### src/rtl/bdd_phase_dispatcher.sv
// FIFO-buffered one-hot phase sequencer: each queued item plays out as PHASES strobes.
// Optional build macro PHASE_DISPATCH_BYPASS_EN lets an item skip an empty FIFO.
module bdd_phase_dispatcher #(
  parameter int PHASES     = 4,
  parameter int DATA_WIDTH = 16,
  parameter int DEPTH      = 4
) (
  input  logic                  clk,
  input  logic                  reset,
  input  logic                  in_valid,
  input  logic [DATA_WIDTH-1:0] in_data,
  output logic                  in_ready,
  input  logic                  hold,
  output logic [PHASES-1:0]     phase,
  output logic [DATA_WIDTH-1:0] phase_data,
  output logic                  busy,
  output logic                  done
);

  localparam int AW = $clog2(DEPTH);
  localparam logic [AW:0] LP_FULL = DEPTH[AW:0];
  localparam logic [PHASES-1:0] LP_FIRST = {{(PHASES-1){1'b0}}, 1'b1};

  logic [DATA_WIDTH-1:0] r_mem [DEPTH];
  logic [AW-1:0]         r_wptr;
  logic [AW-1:0]         r_rptr;
  logic [AW:0]           r_count;
  logic                  r_ready;
  logic [PHASES-1:0]     r_phase;
  logic [DATA_WIDTH-1:0] r_data;

  logic        w_push;
  logic        w_empty;
  logic        w_load;
  logic        w_byp;
  logic        w_pop;
  logic        w_wr;
  logic [AW:0] w_count_nxt;

  assign w_push  = in_valid & r_ready;
  assign w_empty = (r_count == '0);
  assign done    = r_phase[PHASES-1] & ~hold;
  assign w_load  = ~(|r_phase) | done;
  assign w_pop   = w_load & ~w_empty;

`ifdef PHASE_DISPATCH_BYPASS_EN
  assign w_byp = w_push & w_empty & w_load;
`else
  assign w_byp = 1'b0;
`endif

  assign w_wr        = w_push & ~w_byp;
  assign w_count_nxt = r_count + {{AW{1'b0}}, w_wr}
                     - {{AW{1'b0}}, w_pop};

  always_ff @(posedge clk) begin
    if (w_wr) r_mem[r_wptr] <= in_data;
  end

  always_ff @(posedge clk or posedge reset) begin
    if (reset) begin
      r_wptr  <= '0;
      r_rptr  <= '0;
      r_count <= '0;
      r_ready <= 1'b1;
    end else begin
      if (w_wr)  r_wptr <= r_wptr + 1'b1;
      if (w_pop) r_rptr <= r_rptr + 1'b1;
      r_count <= w_count_nxt;
      r_ready <= (w_count_nxt != LP_FULL);
    end
  end

  // A finishing item hands straight over to the next one with no idle bubble
  always_ff @(posedge clk or posedge reset) begin
    if (reset) begin
      r_phase <= '0;
      r_data  <= '0;
    end else if (w_pop) begin
      r_phase <= LP_FIRST;
      r_data  <= r_mem[r_rptr];
    end else if (w_byp) begin
      r_phase <= LP_FIRST;
      r_data  <= in_data;
    end else if (|r_phase && !hold) begin
      r_phase <= {r_phase[PHASES-2:0], 1'b0};
    end
  end

  assign in_ready   = r_ready;
  assign phase      = r_phase;
  assign phase_data = r_data;
  assign busy       = |r_phase;

endmodule

### config.mk
export PLATFORM = sky130hd
export DESIGN_NAME = bdd_phase_dispatcher
export DESIGN_NICKNAME = d
export VERILOG_FILES = /design/src/rtl/bdd_phase_dispatcher.sv
export SDC_FILE = /design/constraint.sdc
export NUM_CORES = 1
export LEC_CHECK = 0
export BUFFER_PORTS_ARGS = -buffer_cell sky130_fd_sc_hd__clkbuf_2
export CORE_MARGIN = 2
export CORE_UTILIZATION = 35
export DETAILED_ROUTE_END_ITERATION = 8
export GPL_TIMING_DRIVEN = 0
export HOLD_SLACK_MARGIN = 0.02
export PLACE_DENSITY = 0.5
export SYNTH_ARGS = -nofsm -noshare
export SYNTH_HDL_FRONTEND = slang
export SYNTH_SLANG_ARGS = --single-unit
### constraint.sdc
create_clock -name clk -period 4.9 [get_ports clk]
set_input_delay 0.245 -clock clk [delete_from_list [all_inputs] [get_ports clk]]
set_output_delay 0.245 -clock clk [all_outputs]
set_load 0.02 [all_outputs]
==> metrics <==
result of the run completed; final period demand of the worst path 2620 ps; type of the worst min-delay path primary input to flip-flop; starting density of the core 36.0%; worst setup skew after layout 8.59 ps; Maximum Capacitance Violations 0; total inserted antenna cells 0; RSZ-0062 raised after global routing no; number of nets at the end of the flow 254; cell family with most CP delay adder cells; post-synth cell types 26; Vias/cell 4.50; post-synthesis cell type with the largest combined area sky130_fd_sc_hd__edfxtp_1; Global Route Usage Sum 12.1%; combinational fraction of design power 37.9%; placed insts 347; die area 10,900 um2; routability congestion estimate from global placement 0.658; Residual DRC 0; Crit path required time 5170 ps; total number of vias 1,644; flip-flop cell with the highest count after synthesis sky130_fd_sc_hd__edfxtp_1; root buffer selected by CTS sky130_fd_sc_hd__clkbuf_8; clock tree from TritonCTS done; ordered list of cells on the worst path or4_4, a21oi_4, buf_6, ha_1, inv_1, ha_1, fa_1, xnor2_1, xnor2_1, nand2_1; Static Leak 1.57 nW; mean routed wirelength per cell 16.6 um; ys async rst share 30.4%; library cell with the highest instance count after synthesis sky130_fd_sc_hd__edfxtp_1; setup tns final 0 ps; final worst-path cycle share 53.5%; Post-Synthesis Net Count 199; initial antenna violation count 0; peak supply drop 0.000224 V; Reg power frac 43.7%; crit path max-delay cell type sky130_fd_sc_hd__or4_4; synthesis-stage register bit count 92; number of buffers added on ports 42; detailed-routing iteration count for the pre-antenna-repair pass 4; TritonCTS Buffers 9; arrival time of the worst setup path 2890 ps; iteration-0 DRC count of the detailed router 43; critical path capture point type flip-flop; Clk Latency, worst-skew pair 340 ps; Max Freq 0.382 GHz; main area contributors after synthesis sky130_fd_sc_hd__edfxtp_1 (55%), sky130_fd_sc_hd__dfrtp_1 (19%), sky130_fd_sc_hd__mux4_2 (10%), sky130_fd_sc_hd__mux2_2 (5.4%), sky130_fd_sc_hd__ha_1 (2.1%); cell count after synthesis 172; count of final max-slew check failures 0; Pwr per Cell Area 648 nW/um2; maximum number of pins on one net before global-route repair 29; area added between synthesis and finish 17.2%; clock sink count 92; area share of the largest cell type after synthesis 54.5%; number of flops mapped to enable cells by yosys 64; fin cells 365; leftover overflow at the end of global routing 0; switching share of power 33.1%; slowest cell delay on critical path 590 ps; proportion of layout cells with a drive suffix above 1 42.2%; Max-Slew Margin vs Limit 36.1%; number of buffers and inverters on the critical path 2; slack of the critical path 2280 ps; summed instance area of the synthesized netlist 3520 um2; core region area 9770 um2; combined flip-flop and latch cell area 2620 um2; post-CTS clock slew at the launch and capture registers of the worst setup and hold paths 90 ps; Die X-Extent 104 um; Post CTS Setup Buffer Count 0; Yosys warning total 0; sum of net half-perimeters after detailed placement 3.78 mm; CP Max Fanout 10; total length of routed wires 6.07 mm; Fill cells 900; remaining antenna violation count after routing 0; Avg Cell Area, Syn 20.5 um2; total number of placement rows 36; clock network fraction of design power 18.5%; slew at the pin closest to its max-slew limit 958 ps; worst setup slack before clock tree synthesis 2300 ps; final standard cell utilization of the core 42.2%; switching power of the nets 885 uW; total count of hold-check failures in the final report 0; sort of element at the start of the critical path flip-flop; maximum clock insertion buffer count 2; Hold Slack 115 ps; I/O Pins 43; via count of the first global-routing pass 1,741; Int Pwr 1.79 mW; area used by multi-input combinational logic 822 um2; CTS H-Tree Depth 3; Die Span Y 104 um; fraction of the yosys area taken by sequential cells 74.5%; most numerous cell types in the synthesized netlist sky130_fd_sc_hd__edfxtp_1 (64), sky130_fd_sc_hd__dfrtp_1 (27), sky130_fd_sc_hd__mux2_2 (17), sky130_fd_sc_hd__mux4_2 (16), sky130_fd_sc_hd__inv_1 (9); total of endpoints with negative setup slack in the final report 0; wire length of the first global-routing pass 9.72 mm; Crit Path Category flip-flop to flip-flop
==> cells in the final DEF, fill, tap and decap left out <==
cell | synthesis | layout
sky130_fd_sc_hd__or4_4 | 1 | 1
sky130_fd_sc_hd__buf_2 | 1 | 1
sky130_fd_sc_hd__clkinv_2 | 0 | 1
sky130_fd_sc_hd__dlygate4sd3_1 | 0 | 1
sky130_fd_sc_hd__edfxtp_1 | 64 | 64
sky130_fd_sc_hd__clkbuf_1 | 1 | 1
sky130_fd_sc_hd__mux4_2 | 16 | 16
sky130_fd_sc_hd__dfrtp_1 | 27 | 27
sky130_fd_sc_hd__ha_1 | 6 | 6
sky130_fd_sc_hd__inv_6 | 0 | 1
sky130_fd_sc_hd__nor2_1 | 3 | 3
sky130_fd_sc_hd__clkinv_1 | 0 | 2
sky130_fd_sc_hd__clkinvlp_4 | 0 | 2
sky130_fd_sc_hd__xnor2_1 | 4 | 4
sky130_fd_sc_hd__fa_1 | 1 | 1
sky130_fd_sc_hd__buf_6 | 2 | 2
sky130_fd_sc_hd__inv_1 | 9 | 9
sky130_fd_sc_hd__mux2i_1 | 2 | 2
sky130_fd_sc_hd__xor2_1 | 1 | 1
sky130_fd_sc_hd__nand2_1 | 3 | 3
sky130_fd_sc_hd__buf_4 | 1 | 1
sky130_fd_sc_hd__mux2_2 | 17 | 17
sky130_fd_sc_hd__clkbuf_8 | 0 | 9
sky130_fd_sc_hd__bufinv_16 | 0 | 1
sky130_fd_sc_hd__nand2b_1 | 1 | 1
sky130_fd_sc_hd__clkbuf_2 | 1 | 43
sky130_fd_sc_hd__a21o_1 | 1 | 1
sky130_fd_sc_hd__nor3_1 | 1 | 1
sky130_fd_sc_hd__dfstp_2 | 1 | 1
sky130_fd_sc_hd__o21ai_0 | 2 | 2
sky130_fd_sc_hd__a21oi_4 | 1 | 1
sky130_fd_sc_hd__and3_1 | 4 | 4
sky130_fd_sc_hd__a211oi_1 | 1 | 1
sky130_fd_sc_hd__buf_16 | 0 | 1
==> metal layers <==
metal | track usage, % | part of all wire [%] | vias up
met5 | 0 | 0 | -
met1 | 15.9 | 44 | 830
met2 | 19.5 | 50 | 37
li1 | - | - | 766
met4 | 4.92 | 1.5 | 0
met3 | 2.76 | 4.0 | 11
==> metrics by stage <==
step                total power [mW]  instance area, um2
detailed placement              2.23                3900
CTS                             2.72                4090
global route                    2.87                4130
global placement                2.21                3900
finish                          2.67                4130
floorplan                       1.93                3520
==> sequential cells by signal (all words and copies together) (netlist names) <==
| name | flops |
|---|---|
| r_mem | 64 |
| r_count | 3 |
| in_ready | 1 |
| phase | 4 |
| r_rptr | 2 |
| r_wptr | 2 |
| phase_data | 16 |
==> layout make-up <==
class,count,area share (%)
buffer,6,1.06
clock buffer,9,3.00
clock inverter,7,1.61
inverter,9,0.818
multi-input combinational,65,19.9
sequential,92,63.6
tap,133,4.03
timing repair buffer,44,6.00
==> what timing repair did <==
action,in CTS,in global routing
gates resized for setup,0,0
hold endpoints to repair,0,10
setup endpoints to repair,0,0
hold buffers,0,1
==> kinds of logic (layout without fill, tap and decap cells) <==
family | count (synthesis) | in the layout | synth area share [%]
flops | 92 | 92 | 74.5
mux | 35 | 35 | 16.2
buf+inv | 15 | 75 | 2.20
simple gates | 13 | 13 | 1.99
fa+ha+maj | 7 | 7 | 2.70
compound gates | 5 | 5 | 1.17
xor+xnor | 5 | 5 | 1.24
==> power by group through the flow <==
stage / sequential (mW) / combinational (mW) / clock, mW
3_5_place_dp: 1.19 / 1.04 / 0
4_1_cts: 1.17 / 1.04 / 0.509
5_1_grt: 1.20 / 1.13 / 0.542
6_report: 1.17 / 1.01 / 0.494
3_3_place_gp: 1.18 / 1.03 / 0
2_1_floorplan: 1.27 / 0.665 / 0
==> final timing paths <==
| kind | start | end | slack [ps] | cells after the start |
|---|---|---|---|---|
| worst min register to register | phase_data[12] | phase_data[12] | 510 | 1 |
| worst min-delay path | in_data[13] | r_mem[3][13] | 120 | 1 |
| min in group asynchronous | reset | phase_data[15] | 470 | 3 |
| worst max register to register | phase[0] | in_ready | 2280 | 10 |
| worst max-delay path | phase[0] | in_ready | 2280 | 10 |
| max in group asynchronous | reset | in_ready | 3860 | 4 |
No activity file was read; power rests on OpenSTA's default activity.
